`config.mk`:
```
export PLATFORM = sky130hd
export DESIGN_NAME = alu_8_flat
export DESIGN_NICKNAME = d
export VERILOG_FILES = /design/src/rtl/alu_8_pkg.sv /design/src/rtl/alu_8_if.sv /design/src/rtl/alu_8_shift.sv /design/src/rtl/alu_8.sv /design/src/flat_wrapper.sv
export SDC_FILE = /design/constraint.sdc
export NUM_CORES = 1
export LEC_CHECK = 0
export CORE_UTILIZATION = 49
export DETAILED_ROUTE_END_ITERATION = 10
export GPL_ROUTABILITY_DRIVEN = 0
export GPL_TIMING_DRIVEN = 0
export PLACE_DENSITY = 0.93
export SETUP_SLACK_MARGIN = 0.3
export SYNTH_ARGS = -nofsm -noshare
export SYNTH_HDL_FRONTEND = slang
export SYNTH_SLANG_ARGS = --single-unit
```
`constraint.sdc`:
```
create_clock -name vclk -period 5.2
set_clock_uncertainty 0.1 [all_clocks]
set_input_delay 1.04 -clock vclk [all_inputs]
set_output_delay 1.04 -clock vclk [all_outputs]
set_load 0.01 [all_outputs]
```
`src/rtl/alu_8_pkg.sv`:
```
// rtl/alu_8_pkg.sv - opcode type, opcode constants and flag bit indices for alu_8 (output stage macro ALU8_OUT_REG_EN)
package alu_8_pkg;

  typedef logic [4:0] opcode_t;

  localparam opcode_t OP_ADD  = 5'h00;
  localparam opcode_t OP_ADC  = 5'h01;
  localparam opcode_t OP_SUB  = 5'h02;
  localparam opcode_t OP_SBC  = 5'h03;
  localparam opcode_t OP_CP   = 5'h04;
  localparam opcode_t OP_AND  = 5'h05;
  localparam opcode_t OP_OR   = 5'h06;
  localparam opcode_t OP_XOR  = 5'h07;
  localparam opcode_t OP_RL   = 5'h08;
  localparam opcode_t OP_RR   = 5'h09;
  localparam opcode_t OP_RLA  = 5'h0A;
  localparam opcode_t OP_RRA  = 5'h0B;
  localparam opcode_t OP_RLC  = 5'h0C;
  localparam opcode_t OP_RRC  = 5'h0D;
  localparam opcode_t OP_RLCA = 5'h0E;
  localparam opcode_t OP_RRCA = 5'h0F;
  localparam opcode_t OP_SLA  = 5'h10;
  localparam opcode_t OP_SRA  = 5'h11;
  localparam opcode_t OP_SRL  = 5'h12;
  localparam opcode_t OP_SWAP = 5'h13;
  localparam opcode_t OP_BIT  = 5'h14;
  localparam opcode_t OP_RES  = 5'h15;
  localparam opcode_t OP_SET  = 5'h16;

  localparam int unsigned FLAG_Z = 7;
  localparam int unsigned FLAG_N = 6;
  localparam int unsigned FLAG_H = 5;
  localparam int unsigned FLAG_C = 4;

endpackage

```
`src/rtl/alu_8_if.sv`:
```
// rtl/alu_8_if.sv - operand/result bundle for alu_8 with master (driver) and slave (ALU) views
interface alu_8_if;
  import alu_8_pkg::*;

  logic [7:0] regA;
  logic [7:0] regB;
  opcode_t    opcode;
  logic [7:0] flagsIn;
  logic [7:0] res;
  logic [7:0] flagsOut;

  modport master (
    output regA, regB, opcode, flagsIn,
    input  res, flagsOut
  );

  modport slave (
    input  regA, regB, opcode, flagsIn,
    output res, flagsOut
  );
endinterface

```
`src/rtl/alu_8_shift.sv`:
```
// rtl/alu_8_shift.sv - shift, rotate and swap unit of alu_8; non-shift opcodes pass A through with no carry
module alu_8_shift
  import alu_8_pkg::*;
(
  input  logic [7:0] a_i,
  input  logic       cin_i,
  input  opcode_t    opcode_i,
  output logic [7:0] result_o,
  output logic       cout_o
);

  // The accumulator variants (RLA etc.) move bits exactly like their plain forms; only Z differs, handled in the top
  always_comb begin
    result_o = a_i;
    cout_o   = 1'b0;
    case (opcode_i)
      OP_RL, OP_RLA:   begin result_o = {a_i[6:0], cin_i};    cout_o = a_i[7]; end
      OP_RR, OP_RRA:   begin result_o = {cin_i, a_i[7:1]};    cout_o = a_i[0]; end
      OP_RLC, OP_RLCA: begin result_o = {a_i[6:0], a_i[7]};   cout_o = a_i[7]; end
      OP_RRC, OP_RRCA: begin result_o = {a_i[0], a_i[7:1]};   cout_o = a_i[0]; end
      OP_SLA:          begin result_o = {a_i[6:0], 1'b0};     cout_o = a_i[7]; end
      OP_SRA:          begin result_o = {a_i[7], a_i[7:1]};   cout_o = a_i[0]; end
      OP_SRL:          begin result_o = {1'b0, a_i[7:1]};     cout_o = a_i[0]; end
      OP_SWAP:         begin result_o = {a_i[3:0], a_i[7:4]}; cout_o = 1'b0;   end
      default:         begin result_o = a_i;                  cout_o = 1'b0;   end
    endcase
  end

endmodule

```
`src/rtl/alu_8.sv`:
```
// rtl/alu_8.sv - 8-bit ALU with Z/N/H/C flags; ALU8_OUT_REG_EN registers res/flagsOut (1-cycle latency, sync reset)
module alu_8
  import alu_8_pkg::*;
(
  input  logic      clk,
  input  logic      rst,
  alu_8_if.slave    bus
);

  logic [7:0] res_d;
  logic [7:0] flags_d;
  logic [7:0] sh_res;
  logic       sh_c;
  logic       use_c;
  logic [8:0] add9;
  logic [4:0] addh;
  logic [8:0] sub9;
  logic [4:0] subh;
  logic [7:0] bit_mask;
  logic       z, n, h, c;

  alu_8_shift u_shift (
    .a_i      (bus.regA),
    .cin_i    (bus.flagsIn[FLAG_C]),
    .opcode_i (bus.opcode),
    .result_o (sh_res),
    .cout_o   (sh_c)
  );

  // Arithmetic is computed one bit wider so carry/borrow out of bit 7 and bit 3 fall out of the top bit
  always_comb begin
    use_c    = (bus.opcode == OP_ADC || bus.opcode == OP_SBC) ? bus.flagsIn[FLAG_C] : 1'b0;
    add9     = {1'b0, bus.regA} + {1'b0, bus.regB} + {8'd0, use_c};
    addh     = {1'b0, bus.regA[3:0]} + {1'b0, bus.regB[3:0]} + {4'd0, use_c};
    sub9     = {1'b0, bus.regA} - {1'b0, bus.regB} - {8'd0, use_c};
    subh     = {1'b0, bus.regA[3:0]} - {1'b0, bus.regB[3:0]} - {4'd0, use_c};
    bit_mask = 8'h01 << bus.regB[2:0];
  end

  // Result and flag select; default is pass-through of A and the upper flags, which also covers 0x17-0x1F
  always_comb begin
    res_d = bus.regA;
    z     = bus.flagsIn[FLAG_Z];
    n     = bus.flagsIn[FLAG_N];
    h     = bus.flagsIn[FLAG_H];
    c     = bus.flagsIn[FLAG_C];
    case (bus.opcode)
      OP_ADD, OP_ADC: begin
        res_d = add9[7:0];
        z = (add9[7:0] == 8'h00); n = 1'b0; h = addh[4]; c = add9[8];
      end
      OP_SUB, OP_SBC: begin
        res_d = sub9[7:0];
        z = (sub9[7:0] == 8'h00); n = 1'b1; h = subh[4]; c = sub9[8];
      end
      OP_CP: begin
        res_d = bus.regA;
        z = (sub9[7:0] == 8'h00); n = 1'b1; h = subh[4]; c = sub9[8];
      end
      OP_AND: begin
        res_d = bus.regA & bus.regB;
        z = (res_d == 8'h00); n = 1'b0; h = 1'b1; c = 1'b0;
      end
      OP_OR: begin
        res_d = bus.regA | bus.regB;
        z = (res_d == 8'h00); n = 1'b0; h = 1'b0; c = 1'b0;
      end
      OP_XOR: begin
        res_d = bus.regA ^ bus.regB;
        z = (res_d == 8'h00); n = 1'b0; h = 1'b0; c = 1'b0;
      end
      OP_RL, OP_RR, OP_RLC, OP_RRC, OP_SLA, OP_SRA, OP_SRL, OP_SWAP: begin
        res_d = sh_res;
        z = (sh_res == 8'h00); n = 1'b0; h = 1'b0; c = sh_c;
      end
      OP_RLA, OP_RRA, OP_RLCA, OP_RRCA: begin
        res_d = sh_res;
        z = 1'b0; n = 1'b0; h = 1'b0; c = sh_c;
      end
      OP_BIT: begin
        res_d = bus.regA;
        z = ~|(bus.regA & bit_mask); n = 1'b0; h = 1'b1;
      end
      OP_RES: res_d = bus.regA & ~bit_mask;
      OP_SET: res_d = bus.regA | bit_mask;
      default: res_d = bus.regA;
    endcase
    flags_d = {z, n, h, c, 4'b0000};
  end

  wire unused_flags_lo = &{1'b0, bus.flagsIn[3:0]};

`ifdef ALU8_OUT_REG_EN
  logic [7:0] res_q;
  logic [7:0] flags_q;

  // Output register; reset wins over the result being computed this cycle
  always_ff @(posedge clk) begin
    if (rst) begin
      res_q   <= 8'h00;
      flags_q <= 8'h00;
    end else begin
      res_q   <= res_d;
      flags_q <= flags_d;
    end
  end

  assign bus.res      = res_q;
  assign bus.flagsOut = flags_q;
`else
  wire unused_clk_rst = &{1'b0, clk, rst};

  assign bus.res      = res_d;
  assign bus.flagsOut = flags_d;
`endif

endmodule

```
`src/flat_wrapper.sv`:
```
// flat-port wrapper written by rule: the top's interface ports become plain ports
module alu_8_flat import alu_8_pkg::*;
  (clk, rst, bus_regA, bus_regB, bus_opcode, bus_flagsIn, bus_res, bus_flagsOut);
  alu_8_if bus_i ();
  input  logic clk;
  input  logic rst;
  input wire logic [$bits(bus_i.regA)-1:0] bus_regA;
  input wire logic [$bits(bus_i.regB)-1:0] bus_regB;
  input wire logic [$bits(bus_i.opcode)-1:0] bus_opcode;
  input wire logic [$bits(bus_i.flagsIn)-1:0] bus_flagsIn;
  output wire logic [$bits(bus_i.res)-1:0] bus_res;
  output wire logic [$bits(bus_i.flagsOut)-1:0] bus_flagsOut;
  assign bus_i.regA = bus_regA;
  assign bus_i.regB = bus_regB;
  assign bus_i.opcode = bus_opcode;
  assign bus_i.flagsIn = bus_flagsIn;
  assign bus_res = bus_i.res;
  assign bus_flagsOut = bus_i.flagsOut;
  alu_8 u_core (.clk(clk), .rst(rst), .bus(bus_i));
endmodule
```
### After elaboration in Yosys (flattened, before gate mapping)

Index checks and enable logic that the tools add are counted.

| storage, ports and cells | value |
|---|---|
| output and inout bits | 16 |
| input port bits | 31 |
| flip-flop bits (word level) | 0 |

| operators by class | value |
|---|---|
| add/sub/neg operators | 8 |
| shift operators | 1 |
| equality and inequality tests | 22 |
| muxes and demuxes | 8 |
| bitwise gates (word level) | 7 |
| reductions and logical operators | 26 |

Operators by type and width:

| operator | number |
|---|---|
| 8-bit case mux with 8 select lines | 2 |
| 8-bit zero test | 6 |
| 5-bit by 4-bit equality test with 1-bit output (second input constant) | 8 |
| 5-bit equality test (second input constant) | 7 |
| 8-bit bitwise AND | 3 |
| 5-bit by 3-bit equality test with 1-bit output (second input constant) | 4 |
| 18-bit OR reduction | 1 |
| 8-bit OR | 2 |
| 8-bit OR reduction | 2 |
| 14-bit OR reduction | 1 |
| 2-bit OR reduction | 7 |
| 12-bit OR reduction | 1 |
| 5-bit by 2-bit equality test with 1-bit output (second input constant) | 2 |
| 8-bit by 8-bit adder with 9-bit output | 1 |
| 9-bit by 1-bit adder with 9-bit output | 1 |
| 8-bit by 8-bit subtractor with 9-bit output | 1 |
| 9-bit by 1-bit subtractor with 9-bit output | 1 |
| 8-bit inverter | 1 |
| 1-bit case mux with 4 select lines | 2 |
| 1-bit case mux with 8 select lines | 1 |
| 1-bit by 3-bit left shift with 8-bit output (first input constant) | 1 |
| 8-bit XOR | 1 |
| 3-bit OR reduction | 2 |
| 6-bit OR reduction | 1 |
| 12 further kinds | 13 |

### Depth between registers and ports, before layout

| logic depth | value |
|---|---|
| word-level depth | 6 |
| gate-level depth with buffers | 14 |

### Hierarchy

A second synthesis with hierarchy kept.

| unflattened totals | value |
|---|---|
| cells, all modules | 372 |
| area total of the unflattened synthesis | 2507.4 um2 |

By module, submodules not included:

| module | instances | area each (um2) | cells an instance | seq. area each (um2) |
|---|---|---|---|---|
| alu_8 | 1 | 2094.5 | 308 | 0.0 |
| alu_8_shift | 1 | 412.9 | 64 | 0.0 |

### Worst setup path after synthesis

No wires, ideal clock.

| timing | value |
|---|---|
| kind | input to output |
| start point | input port bus_regB[0] |
| end point | output port bus_flagsOut[7] |
| arrival time | 3917 ps |
| data required time | 4060 ps |
| stages on the path | 11 |
| path buffers | 2 |
| setup slack | 143 ps |
| cell sequence | clkbuf_1 -> inv_1 -> fa_1 -> fa_1 -> o21ai_4 -> and2b_2 -> xnor2_1 -> or4_1 -> or4_1 -> a31oi_1 -> buf_4 |

| on the way | value |
|---|---|
| word-level cells in the longest chain between the ends | 5 |

RTL lines:

| element | RTL line | text |
|---|---|---|
| from (decl) | flat_wrapper.sv:8 | `input wire logic [$bits(bus_i.regB)-1:0] bus_regB;` |
| parallel branches: the longest is 4 deep, another holds 8-bit by 8-bit subtractor with 9-bit output | -- |  |
| 1-bit case mux with 8 select lines (*) | alu_8.sv:47 | `case (bus.opcode)` |
| to (decl) | flat_wrapper.sv:12 | `output wire logic [$bits(bus_i.flagsOut)-1:0] bus_flagsOut;` |

Mark *: on every way between the ends.

### Worst setup path in the final report

| timing | value |
|---|---|
| start point | input port bus_opcode[2] |
| end point | output port bus_flagsOut[7] |

| on the way | value |
|---|---|
| word-level cells in the longest chain between the ends | 6 |

RTL lines:

| element | RTL line | text |
|---|---|---|
| from (decl) | flat_wrapper.sv:9 | `input wire logic [$bits(bus_i.opcode)-1:0] bus_opcode;` |
| 5-bit by 1-bit equality test with 1-bit output / 5-bit by 2-bit equality test with 1-bit output (equally long branches) | alu_8.sv:32, alu_8.sv:47 |  |
| 1-bit logical OR | alu_8.sv:32 | `use_c = (bus.opcode == OP_ADC \|\| bus.opcode == OP_SBC) ? bus.flagsIn[FLAG_C] : 1'b0;` |
| 1-bit 2-to-1 mux | alu_8.sv:32 |  |
| 9-bit by 1-bit subtractor with 9-bit output / 9-bit by 1-bit adder with 9-bit output (equally long branches) | alu_8.sv:35, alu_8.sv:33 |  |
| 8-bit zero test (on tied branches) | alu_8.sv:54, alu_8.sv:58, alu_8.sv:50 |  |
| 1-bit case mux with 8 select lines (*) | alu_8.sv:47 |  |

Mark *: on every way between the ends. The rest lies on a longest branch, timed or not.

==> flow_metrics.env <==
export IMPL_outcome="finished with violations"
export IMPL_failed_checks="setup timing"
export IMPL_synth_distinct_cells=60
export IMPL_clock_buffers=0
export IMPL_whs_ns=2.520
export IMPL_setup_viol=1
export IMPL_diodes=0
export IMPL_seqCellArea_sq_um=0
export IMPL_hold_buffers=0
export IMPL_power_density_nw_per_um2=115.1
export IMPL_grt_util_all_layers=0.3281
export IMPL_yosys_warnings=0
export IMPL_final_nets=431
export IMPL_seq_cell_count=0
export IMPL_area_growth_syn_to_layout_pct=30.97
export IMPL_slew_limit_headroom=0.3782
export IMPL_fmax_mhz=191.0
export IMPL_wire_per_inst_um=19.04
export IMPL_grt_pass1_wl_um=11710
export IMPL_slew_violations=0
export IMPL_synth_top_area_share=0.1730
export IMPL_die_x_um=68.54
export IMPL_rsz0062_at_grt="yes"
export IMPL_worst_pin_slew_ns=0.9250
export IMPL_num_io_pins=47
export IMPL_arrival_ns=4.09
export IMPL_drt_iter0_drc=404
export IMPL_endpoint="bus_flagsOut[7]"
export IMPL_final_hold_viol_count=0
export IMPL_finalCritPeriodShare=1.007
export IMPL_grt_start_max_net_pins=11
export IMPL_drive_gt1_frac=0.1868
export IMPL_fill_cells=336
export IMPL_syn_inst=316
export IMPL_io_buffers=36
export IMPL_core_sq_um=4115
export IMPL_post_dp_hpwl_um=5853
export IMPL_synth_top_cell_by_area="ha_1"
export IMPL_die_area_sq_um=4698
export IMPL_drtAntennaViolNets=0
export IMPL_critical_path_max_fanout=5
export IMPL_initial_core_util=0.5272
export IMPL_yosys_top_cells_area="ha_1, inv_1, nor2_1"
export IMPL_fin_util=0.6905
export IMPL_worst_setup_path_end_kind="primary output"
export IMPL_antenna_found_initial=0
export IMPL_timing_final_crit_period_ns=5.235
export IMPL_grt_overflow_total=0
export IMPL_worstPathRequired_ns=4.06
export IMPL_netlist_area_sq_um=2170
export IMPL_crit_start="bus_opcode[2]"
export IMPL_drt_wl_total_um=7883
export IMPL_hold_path_class="in -> out"
export IMPL_vias_per_cell=7.027
export IMPL_die_height_um=68.54
export IMPL_route_detailed_drc=0
export IMPL_start_kind="primary input"
export IMPL_cap_violations=0
export IMPL_holdPathStages=5
export IMPL_rows=23
export IMPL_grt_pass1_vias=2566
export IMPL_criticalPathCategory="in -> out"
export IMPL_ys_seq_area_frac=0
export IMPL_p_leak_uw=0.001228
export IMPL_setup_ws_ns=-0.03476
export IMPL_irDropWorstVdd_mv=0.05744
export IMPL_vias=2909
export IMPL_drt_pass1_iterations=11
export IMPL_syn_area_per_cell_sq_um=6.866
==> Yosys cell counts (4+ instances only) <==
library cell and number:
a21oi_1 15, a221o_1 4, a221oi_1 8, a22oi_1 10
and3_1 4, buf_4 8, clkbuf_1 11, fa_1 4
ha_1 30, inv_1 31, mux2i_1 6, nand2_1 22
nand2b_1 5, nand3_1 11, nand4_1 8, nor2_1 23
nor2b_1 4, nor3_1 16, nor4_1 5, o211ai_1 4
o21a_1 4, o21ai_0 17, or4_1 4, xnor2_1 7
xor2_1 4
==> where the power goes <==
group,total (uW),switching [uW],leakage [uW],internal (uW)
logic,327,179,0.00123,148
clock network,0,0,0,0
registers,0,0,0,0
total,327,179,0.00123,148
==> logic make-up (layout without fill, tap and decap cells) <==
group	count (synthesis)	after routing	synth area share
AO/OA/AOI/OAI	94	94	0.3160
XOR/XNOR	11	11	0.04440
adder cells (fa/ha/maj)	34	34	0.2099
buffers and inverters	54	99	0.1153
multiplexers	8	8	0.03806
other	1	4	0.001728
AND/OR/NAND/NOR	114	114	0.2745
==> how the worst min path moves through the flow <==
stage,from,to,slack (ns)
after global placement,bus_opcode[4],bus_res[6],2.81
after detailed placement,bus_opcode[4],bus_res[6],2.81
after CTS,bus_opcode[4],bus_flagsOut[7],2.71
after floorplan,bus_regA[2],bus_res[2],2.11
after global routing,bus_opcode[4],bus_res[6],2.54
final,bus_opcode[4],bus_res[6],2.52
==> cell type report <==
class / instances / area, sq um / area share
repair buffers: 45 / 421.7 / 0.1484
multi-input cells: 265 / 2077 / 0.7310
inverters: 31 / 120.1 / 0.04227
well taps: 50 / 62.56 / 0.02202
plain buffers: 23 / 160.2 / 0.05636
==> cell usage in the layout (no fill, tap or decap), types with 5 or more instances in the layout <==
cell	count
a21oi_1	13
a221oi_1	7
a22oi_1	10
buf_2	5
buf_4	18
clkbuf_1	6
clkdlybuf4s50_1	17
dlygate4sd2_1	7
dlymetal6s2s_1	5
ha_1	25
inv_1	28
mux2i_1	6
nand2_1	22
nand2b_1	5
nand3_1	10
nand4_1	8
nor2_1	20
nor3_1	15
o21ai_0	14
xnor2_1	7
==> worst max-delay path: stages <==
cell and delay, ns:
buf_2 0.14, nor2_4 0.14, nand3_4 0.10, fa_2 0.40
fa_2 0.45, o21ai_4 0.15, and2b_2 0.18, xnor2_1 0.09
or4_1 0.55, or4_1 0.45, a31oi_1 0.18, buf_4 0.13
buf_6 0.09
==> per-layer routing <==
layer  GRT usage  vias up  wire (um)  share of wire
li1            -     1268          -              -
met1      0.3843     1307       2887           0.37
met5           0        -          0              0
met3     0.06250       67        971           0.12
met4      0.1667        0        413          0.052
met2      0.5637      267       3610           0.46
==> through the flow <==
step / worst slack, ns / cells / TNS, ns / total power (uW) / instance area (sq um)
after global routing: -0.08019 / 414 / -0.1226 / 347.6 / 2841
after detailed placement: -1.045 / 405 / -3.234 / 283.0 / 2620
after global placement: -1.018 / 405 / -2.841 / 274.7 / 2620
final: -0.03476 / 414 / -0.03476 / 327.1 / 2841
after floorplan: 0.3011 / 319 / 0 / 181.5 / 2197
after CTS: -0.03358 / 411 / -0.03358 / 301.7 / 2741
==> what timing repair did <==
item / in CTS / in global routing
endpoints found under the hold margin: 0 / 0
endpoints found under the setup margin: 11 / 10
resized for setup: 60 / 24
buffers inserted: 6 / 3
pin swaps: 11 / 6
No activity file was read; power rests on OpenSTA's default activity.
